## src/rtl/circuit_test_sequencer_pkg.sv

```systemverilog
// Shared types and constants for the circuit test sequencer.
// Holds the run FSM state encoding, vector geometry and a popcount helper.
package circuit_test_sequencer_pkg;

  localparam int NUM_VECTORS  = 4;
  localparam int DUT_IN_WIDTH = 2;

  // ST_NEXT is folded into the last SAMPLE cycle and never occupies a cycle.
  typedef enum logic [2:0] {
    ST_IDLE,
    ST_APPLY,
    ST_SETTLE,
    ST_SAMPLE,
    ST_NEXT,
    ST_DONE
  } state_t;

  function automatic logic [2:0] popcount4(input logic [NUM_VECTORS-1:0] v);
    logic [2:0] c;
    c = '0;
    for (int i = 0; i < NUM_VECTORS; i++) begin
      c = c + {2'b00, v[i]};
    end
    return c;
  endfunction

endpackage

```

## src/rtl/circuit_test_sequencer_sample_checker.sv

```systemverilog
// Per-vector sample window: captures the reference sample and flags any later disagreement.
// Outputs include the current-cycle sample so the final verdict is ready on the last sample cycle.
module sample_checker #(
  parameter int SAMPLE_COUNT = 8
) (
  input  logic clk_i,
  input  logic rst_i,
  input  logic clear_i,
  input  logic sample_en_i,
  input  logic bit_i,
  output logic last_o,
  output logic ref_o,
  output logic unstable_o
);

  logic [7:0] cnt_q, cnt_d;
  logic       ref_q, ref_d;
  logic       flag_q, flag_d;
  logic       first;

  assign first = (cnt_q == 8'd0);

  always_comb begin
    cnt_d  = cnt_q;
    ref_d  = ref_q;
    flag_d = flag_q;
    if (clear_i) begin
      cnt_d  = '0;
      ref_d  = 1'b0;
      flag_d = 1'b0;
    end else if (sample_en_i) begin
      cnt_d = cnt_q + 8'd1;
      if (first) begin
        ref_d = bit_i;
      end else if (bit_i != ref_q) begin
        flag_d = 1'b1;
      end
    end
  end

  always_ff @(posedge clk_i) begin
    if (rst_i) begin
      cnt_q  <= '0;
      ref_q  <= 1'b0;
      flag_q <= 1'b0;
    end else begin
      cnt_q  <= cnt_d;
      ref_q  <= ref_d;
      flag_q <= flag_d;
    end
  end

  assign last_o     = sample_en_i && (cnt_q == 8'(SAMPLE_COUNT - 1));
  assign ref_o      = first ? bit_i : ref_q;
  assign unstable_o = flag_q | (!first && (bit_i != ref_q));

endmodule

```

## src/rtl/circuit_test_sequencer.sv

```systemverilog
// Applies all four 2-bit vectors to an evolved circuit, settles, samples and scores the response.
// Optional CTS_INPUT_SYNC_EN adds a two-flop synchronizer on dut_out and two extra settle cycles.
module circuit_test_sequencer
  import circuit_test_sequencer_pkg::*;
#(
  parameter int SETTLE_CYCLES = 16,
  parameter int SAMPLE_COUNT  = 8
) (
  input  logic                    clk,
  input  logic                    rst,
  input  logic                    start,
  input  logic                    abort,
  input  logic [NUM_VECTORS-1:0]  expected,
  output logic [DUT_IN_WIDTH-1:0] dut_in,
  input  logic                    dut_out,
  output logic                    busy,
  output logic                    done,
  output logic [NUM_VECTORS-1:0]  pass_vec,
  output logic [NUM_VECTORS-1:0]  unstable_vec,
  output logic [2:0]              score
);

  logic sample_bit;

`ifdef CTS_INPUT_SYNC_EN
  localparam int SETTLE_TOTAL = SETTLE_CYCLES + 2;
  logic sync1_q, sync2_q;
  always_ff @(posedge clk) begin
    if (rst) begin
      sync1_q <= 1'b0;
      sync2_q <= 1'b0;
    end else begin
      sync1_q <= dut_out;
      sync2_q <= sync1_q;
    end
  end
  assign sample_bit = sync2_q;
`else
  localparam int SETTLE_TOTAL = SETTLE_CYCLES;
  assign sample_bit = dut_out;
`endif

  state_t                    state_q;
  logic [DUT_IN_WIDTH-1:0]   vec_q;
  logic [DUT_IN_WIDTH-1:0]   dut_in_q;
  logic [8:0]                settle_q;
  logic [NUM_VECTORS-1:0]    exp_q, pass_q, unst_q;
  logic [NUM_VECTORS-1:0]    pass_d, unst_d;
  logic [2:0]                score_q;
  logic                      done_q;
  logic                      chk_last, chk_ref, chk_unstable;

  sample_checker #(.SAMPLE_COUNT(SAMPLE_COUNT)) u_checker (
    .clk_i       (clk),
    .rst_i       (rst),
    .clear_i     (state_q == ST_APPLY),
    .sample_en_i (state_q == ST_SAMPLE),
    .bit_i       (sample_bit),
    .last_o      (chk_last),
    .ref_o       (chk_ref),
    .unstable_o  (chk_unstable)
  );

  always_comb begin
    pass_d        = pass_q;
    unst_d        = unst_q;
    pass_d[vec_q] = !chk_unstable && (chk_ref == exp_q[vec_q]);
    unst_d[vec_q] = chk_unstable;
  end

  always_ff @(posedge clk) begin
    if (rst) begin
      state_q  <= ST_IDLE;
      vec_q    <= '0;
      dut_in_q <= '0;
      settle_q <= '0;
      exp_q    <= '0;
      pass_q   <= '0;
      unst_q   <= '0;
      score_q  <= '0;
      done_q   <= 1'b0;
    end else begin
      done_q <= 1'b0;
      if (abort) begin
        // Partial results are deliberately left in place.
        state_q  <= ST_IDLE;
        dut_in_q <= '0;
      end else begin
        unique case (state_q)
          ST_IDLE: begin
            if (start) begin
              exp_q    <= expected;
              pass_q   <= '0;
              unst_q   <= '0;
              score_q  <= '0;
              vec_q    <= '0;
              dut_in_q <= '0;
              state_q  <= ST_APPLY;
            end
          end
          ST_APPLY: begin
            settle_q <= '0;
            state_q  <= ST_SETTLE;
          end
          ST_SETTLE: begin
            if (settle_q == 9'(SETTLE_TOTAL - 1)) begin
              state_q <= ST_SAMPLE;
            end else begin
              settle_q <= settle_q + 9'd1;
            end
          end
          ST_SAMPLE: begin
            if (chk_last) begin
              pass_q <= pass_d;
              unst_q <= unst_d;
              if (vec_q == DUT_IN_WIDTH'(NUM_VECTORS - 1)) begin
                score_q  <= popcount4(pass_d);
                done_q   <= 1'b1;
                dut_in_q <= '0;
                state_q  <= ST_DONE;
              end else begin
                vec_q    <= vec_q + 1'b1;
                dut_in_q <= vec_q + 1'b1;
                state_q  <= ST_APPLY;
              end
            end
          end
          ST_DONE: state_q <= ST_IDLE;
          default: state_q <= ST_IDLE;
        endcase
      end
    end
  end

  assign dut_in       = dut_in_q;
  assign busy         = (state_q != ST_IDLE);
  assign done         = done_q;
  assign pass_vec     = pass_q;
  assign unstable_vec = unst_q;
  assign score        = score_q;

endmodule

```

## config.mk

```make
export PLATFORM = sky130hd
export DESIGN_NAME = circuit_test_sequencer
export DESIGN_NICKNAME = d
export VERILOG_FILES = /design/src/rtl/circuit_test_sequencer_pkg.sv /design/src/rtl/circuit_test_sequencer_sample_checker.sv /design/src/rtl/circuit_test_sequencer.sv
export SDC_FILE = /design/constraint.sdc
export NUM_CORES = 1
export LEC_CHECK = 0
export CORE_MARGIN = 8
export CORE_UTILIZATION = 45
export DETAILED_ROUTE_END_ITERATION = 8
export DONT_BUFFER_PORTS = 1
export PLACE_DENSITY = 0.63
export SLEW_MARGIN = 20
export SYNTH_ARGS = -nofsm -noshare
export SYNTH_HDL_FRONTEND = slang
export SYNTH_SLANG_ARGS = --single-unit
```

## constraint.sdc

```tcl
create_clock -name clk -period 2.9 [get_ports clk]
set_clock_uncertainty 0.05 [all_clocks]
set_input_delay 0.58 -clock clk [delete_from_list [all_inputs] [get_ports clk]]
set_output_delay 0.58 -clock clk [all_outputs]
set_load 0.02 [all_outputs]
```

**Word-level counts from Yosys, hierarchy flattened**

Index checks and enable logic that the tools add are counted.

- Word-level logic and storage cells: 92
- Register bits after elaboration: 42
- Input bits: 9
- Memories kept: 0
- Bits in latches: 0
- Bits in writable memories: 0
- ROM bits: 0

- Muxes and demuxes: 31
- $lt $le $gt $ge: 2
- Div/mod/pow operators: 0
- Equality and inequality tests: 14
- Reduce and logical (&&, ||, !) cells: 22
- $mul: 0
- Shifts and indexed selects: 0
- Bitwise operators: 5
- Add/sub/neg operators: 6

Operators with widths:

| operator | count |
|---|---|
| two-way mux 3 bit | 7 |
| one-hot mux 9 bit (2 select lines) | 1 |
| one-hot mux 4 bit (2 select lines) | 2 |
| AND reduction 3 bit | 5 |
| two-way mux 4 bit | 3 |
| inequality test 2 bit (second input constant) | 6 |
| one-hot mux 3 bit (4 select lines) | 1 |
| two-way mux 2 bit | 5 |
| AND reduction 5 bit | 2 |
| adder 9 x 1 -> 9 bit (second input constant) | 1 |
| == test 9 x 4 -> 1 bit (second input constant) | 1 |
| two-way mux 9 bit | 1 |
| adder 8 x 1 -> 8 bit (second input constant) | 1 |
| bitwise mux 4 bit | 2 |
| == test 8 x 3 -> 1 bit (second input constant) | 1 |
| zero test 8 bit | 1 |
| one-hot mux 2 bit (2 select lines) | 2 |
| == test 3 x 2 -> 1 bit (second input constant) | 2 |
| one-hot mux 3 bit (2 select lines) | 1 |
| logical AND 1 bit | 4 |
| two-way mux 1 bit | 4 |
| NOT 1 bit | 4 |
| AND reduction 4 bit | 1 |
| nonzero test 2 bit | 2 |
| other kinds (18) | 20 |

**Longest topological paths before layout**

- Depth after elaboration: 13
- Depth in mapped cells: 11

**Modules after synthesis**

From an unflattened synthesis, not the netlist that was laid out.

- Cells, all modules: 257
- Area total of the unflattened synthesis: 2269.7 sq um

Modules (own cells, without submodules):

| module | cells each | area an instance (sq um) | times used | seq. area each (sq um) |
|---|---|---|---|---|
| circuit_test_sequencer | 200 | 1756.7 | 1 | 640.6 |
| sample_checker | 57 | 513.0 | 1 | 200.2 |

**Worst setup path after synthesis**

OpenSTA, ideal clock, no wires.

- Path type: register -> register
- From: reg u_checker.cnt_q[3]
- To: reg score_q[1] (netlist: score[1])
- Data required time: 2779 ps
- Path buffers: 0
- Slack: 88 ps
- Stages on the path, launching flop included: 10
- Library setup time: 71 ps
- Arrival time: 2692 ps
- Clock period less this slack: 2812 ps
- Cell sequence: dfxtp_1 or4_1 o32ai_2 and2_1 mux2_2 fa_1 ha_1 ha_1 nand3_1 a21oi_1

- Cells in the longest elaborated chain, start to end: 13

Ends and longest elaborated chain:

| what | line | source |
|---|---|---|
| from (decl) | circuit_test_sequencer_sample_checker.sv:16 | `logic [7:0] cnt_q, cnt_d;` |
| from (signal assigned) | circuit_test_sequencer_sample_checker.sv:47 | `cnt_q <= cnt_d;` |
| zero test 8 bit | circuit_test_sequencer_sample_checker.sv:21 | `assign first = (cnt_q == 8'd0);` |
| zero test 1 bit | circuit_test_sequencer_sample_checker.sv:55 | `assign unstable_o = flag_q \| (!first && (bit_i != ref_q));` |
| logical AND 1 bit | circuit_test_sequencer_sample_checker.sv:55 |  |
| OR 1 bit | circuit_test_sequencer_sample_checker.sv:55 |  |
| zero test 1 bit | circuit_test_sequencer.sv:67 | `pass_d[vec_q] = !chk_unstable && (chk_ref == exp_q[vec_q]);` |
| logical AND 1 bit | circuit_test_sequencer.sv:67 |  |
| bitwise mux 4 bit | circuit_test_sequencer.sv:67 |  |
| adder 1 x 1 -> 2 bit | circuit_test_sequencer_pkg.sv:22 | `c = c + {2'b00, v[i]};` |
| adder 2 x 1 -> 3 bit | circuit_test_sequencer_pkg.sv:22 |  |
| adder 3 x 1 -> 3 bit | circuit_test_sequencer_pkg.sv:22 |  |
| two-way mux 3 bit | circuit_test_sequencer.sv:116 | `if (vec_q == DUT_IN_WIDTH'(NUM_VECTORS - 1)) begin` |
| two-way mux 3 bit | circuit_test_sequencer.sv:113 | `if (chk_last) begin` |
| one-hot mux 3 bit (2 select lines) | circuit_test_sequencer.sv:89 | `unique case (state_q)` |
| to (signal assigned) | circuit_test_sequencer.sv:117 | `score_q <= popcount4(pass_d);` |
| to (decl) | circuit_test_sequencer.sv:49 | `logic [2:0] score_q;` |

Parallel ways exist; a longest one is shown, timed or not. The select of a mux whose other input is x is not followed.
A chain may end at the register's enable or synchronous reset.

**Worst setup path in the final report**

- From: reg vec_q[0]
- To: reg score_q[1] (netlist: score[1])

- Cells in the longest elaborated chain, start to end: 11

Ends and longest elaborated chain:

| what | line | source |
|---|---|---|
| from (decl) | circuit_test_sequencer.sv:44 | `logic [DUT_IN_WIDTH-1:0] vec_q;` |
| from (signal assigned) | circuit_test_sequencer.sv:122 | `vec_q <= vec_q + 1'b1;` |
| less-than comparator 2 x 3 -> 1 bit (implied by the code), or another cell as far along | circuit_test_sequencer.sv:67 |  |
| logical AND 1 bit / two-way mux 1 bit (equally long branches) | circuit_test_sequencer.sv:67 |  |
| two-way mux 1 bit (implied by the code) / == test 1 bit (equally long branches) | circuit_test_sequencer.sv:67 |  |
| demux 1 bit (select 2 bit) / logical AND 1 bit (equally long branches) | circuit_test_sequencer.sv:67 |  |
| bitwise mux 4 bit | circuit_test_sequencer.sv:67 |  |
| adder 1 x 1 -> 2 bit | circuit_test_sequencer_pkg.sv:22 |  |
| adder 2 x 1 -> 3 bit | circuit_test_sequencer_pkg.sv:22 |  |
| adder 3 x 1 -> 3 bit | circuit_test_sequencer_pkg.sv:22 |  |
| two-way mux 3 bit | circuit_test_sequencer.sv:116 |  |
| two-way mux 3 bit | circuit_test_sequencer.sv:113 |  |
| one-hot mux 3 bit (2 select lines) | circuit_test_sequencer.sv:89 |  |

Parallel ways exist; a longest one is shown, timed or not. The select of a mux whose other input is x is not followed.

==> flow_summary.toml <==
[place]
gp_congestion = 0.8191
io_buffers = 0
placed_area_um2 = 2330
dp_hpwl_mm = 3.615

[power]
comb_power_share_pct = 6.7
seqPwrFrac_pct = 56.3
power_per_cell_area_nw_per_um2 = 430.7
switching_share_pct = 23.34
clockPowerShare_pct = 37.0
irDropWorstVdd_uv = 282.5
p_int_w = 0.0007993
p_leak_nw = 0.8493
power.switching_w = 0.0002433

[grt]
grt_overflow = 0
grt_pass1_vias = 1754
antenna_found_initial = 0
grt_max_degree = 26
grt_pass1_wl_mm = 8.707
grt_use_total_pct = 14.38

[critical_path]
cpMostUsedCell = "ha_1"
critPathLaunchType = "register"
rr_worst_depth = 9
crit_family = "adder cells"
crit_required_ps = 3080
critPathSlowestCell = "mux4_2"
crit_arrival_ps = 2910
crit_chain = "mux4_2 > xnor2_1 > and2_1 > mux2_2 > fa_1 > ha_1 > ha_1 > nand3_1 > a21oi_1"
crit_cells = 9
critical_path.max_fanout = 4
end_kind = "register"
cp_num_buf_inv = 0
cpPeakStageDelay_ps = 520
path_class = "register to register"

[synth]
yosys.area.top_type_share_pct = 37.54
synth_common_cells = "42 x dfxtp_1, 21 x nor2_1, 21 x o21ai_0"
synthCells = 260
synth_nets = 279
yosys.area.top_type = "dfxtp_1"
yosysSeqAreaShare_pct = 37.54
ys_ff_latch = 42
synth-edff-count = 0
syn-cell-area_um2 = 2240
synthMostInstantiatedCell = "dfxtp_1"
synthDistinctLibCells = 46
synth_area_per_cell_um2 = 8.614
synthTopCellsByArea = "dfxtp_1 38%, ha_1 5.0%, o21ai_0 4.7%, a21oi_1 4.2%, mux2i_1 4.0%"
async_reset_ff_share_pct = 0
ys.flop_type = "dfxtp_1"
synth-warning-count = 0

[drt]
via_count = 1889
wl_per_cell_um = 15.34
drtIter0Drc = 130
drc = 0
drt-pass1-iter-count = 4
wl_mm = 5.077
drt.antenna.violating_nets = 0
vias_per_cell = 5.707

[floorplan]
floorplan.initialDensity_pct = 47.11
core-area_um2 = 4755
dieWidth_um = 86.55
design.die.area_um2 = 7490
die_h_um = 86.55
num_rows = 25
io_pins = 24

[sta]
slew_violations = 0
setup_violations = 0
max_freq_mhz = 365.1
rsz0062_at_grt = "false"
fin_crit_sh_pct = 94.45
tns_ps = 0
hold_viol_final = 0
worst_slew_pin_slew_ps = 694.3
fin_crit_ps = 2739
relSlewSlack_pct = 53.72

[final_layout]
layout.nets = 282
design_area_um2 = 2421
layout-drive-gt1-share_pct = 9.848
syn_to_final_growth_pct = 8.100
antenna_cells = 0

[clock_network]
clockBufferDepth = 2
cts_resized = 0
cts_setup_buffers = 0
cts_tree = "built"
path_clk_slew_ps = 80
clock_sinks = 42
cts.htree.levels = 2
cts_root_buf = "clkbuf_8"
hold_buffers = 0
cts_buffers = 5
insertion_delay_ps = 290

[outcome]
status = "finished, final reports clean"

[hold_path]
min_path_type = "input port to register"
min_delay_path_depth = 1

[run]
max_cap_violations = 0
## registers in the layout, summed over array words and instances, names as in the netlist
signal and cells:
settle_q 9, u_checker.cnt_q 8, exp_q 4, pass_vec 4, unstable_vec 4, score 3
state_q 3, dut_in 2, vec_q 2, done 1, u_checker.flag_q 1, u_checker.ref_q 1
## area by class of cell
cell class                 count  area [um^2]
timing repair buffer           8        60.06
fill                         481         2333
inverter                       5        18.77
clock inverter                 1        5.005
sequential                    42        840.8
clock buffer                   7        86.33
tap                           67        83.83
multi-input combinational    201         1326
## worst register-to-register path: stages, from the launching register on
cell	delay, ps
dfxtp_1	350
mux4_2	520
xnor2_1	150
and2_1	190
mux2_2	290
fa_1	490
ha_1	200
ha_1	270
nand3_1	60
a21oi_1	130
## metrics by stage
stage                     power [W]  setup slack [ps]  util (%)  std cells  hold WS (ps)
after floorplan           0.0006554             87.71         -        260         389.2
after global routing       0.001093             4.808     50.92        331         286.3
final                      0.001043             161.1     50.92        331         301.9
after detailed placement  0.0006695             165.1     49.00        323         421.9
after CTS                  0.001061             142.0     50.92        331         291.9
after global placement    0.0006691             194.8     49.00        323         401.9
## path summary, 6_finish.rpt
check	from	end	slack, ps
setup / recovery	vec_q[0]	score[1]	160
hold / removal	rst	settle_q[1]	300
setup reg to reg	vec_q[0]	score[1]	160
hold reg to reg	settle_q[8]	settle_q[8]	420
## power by group through the flow
| stage | Clock [W] | Combinational (W) | Sequential [W] |
|---|---|---|---|
| after global routing | 0.000427 | 0.0000782 | 0.000588 |
| final | 0.000385 | 0.0000701 | 0.000587 |
| after detailed placement | 0 | 0.0000689 | 0.000601 |
| after global placement | 0 | 0.0000687 | 0.000600 |
| after CTS | 0.000404 | 0.0000693 | 0.000587 |
| after floorplan | 0 | 0.0000581 | 0.000597 |
## layer usage
metal / vias to the layer above / wire length, um / track usage [%]
met5: - / 0 / 0
met4: 0 / 43 / 5.321
met2: 51 / 2236 / 21.46
li1: 958 / - / -
met1: 876 / 2495 / 19.41
met3: 4 / 301 / 3.497
## layout by cell type, fill, tap and decap left out, types with 2 or more instances in the layout
master and instances:
clkbuf_8 6, nor3_1 5, buf_4 8, xnor2_1 7, ha_1 9, o21ai_0 21
a211oi_1 3, or3_1 5, o211ai_1 3, nand4_1 10, inv_1 5, mux2i_1 9
dfxtp_1 42, or4_1 6, nor2b_1 3, nor2_1 21, xor2_1 4, nand3b_1 2
o31ai_1 4, mux2_2 4, or3b_2 2, nor4_1 4, nand2b_1 7, nand2_1 18
and2_1 2, nand3_1 10, and4_1 2, a21oi_1 19, or2_2 2, and3_1 4
## logic make-up after synthesis
group           share of synthesized area [%]
flops                                   37.54
compound gates                          15.53
xor+xnor                                4.302
buf+inv                                 3.240
mux                                     7.039
simple gates                            26.42
fa+ha+maj                               5.922
(Power assumes the default switching activity.)
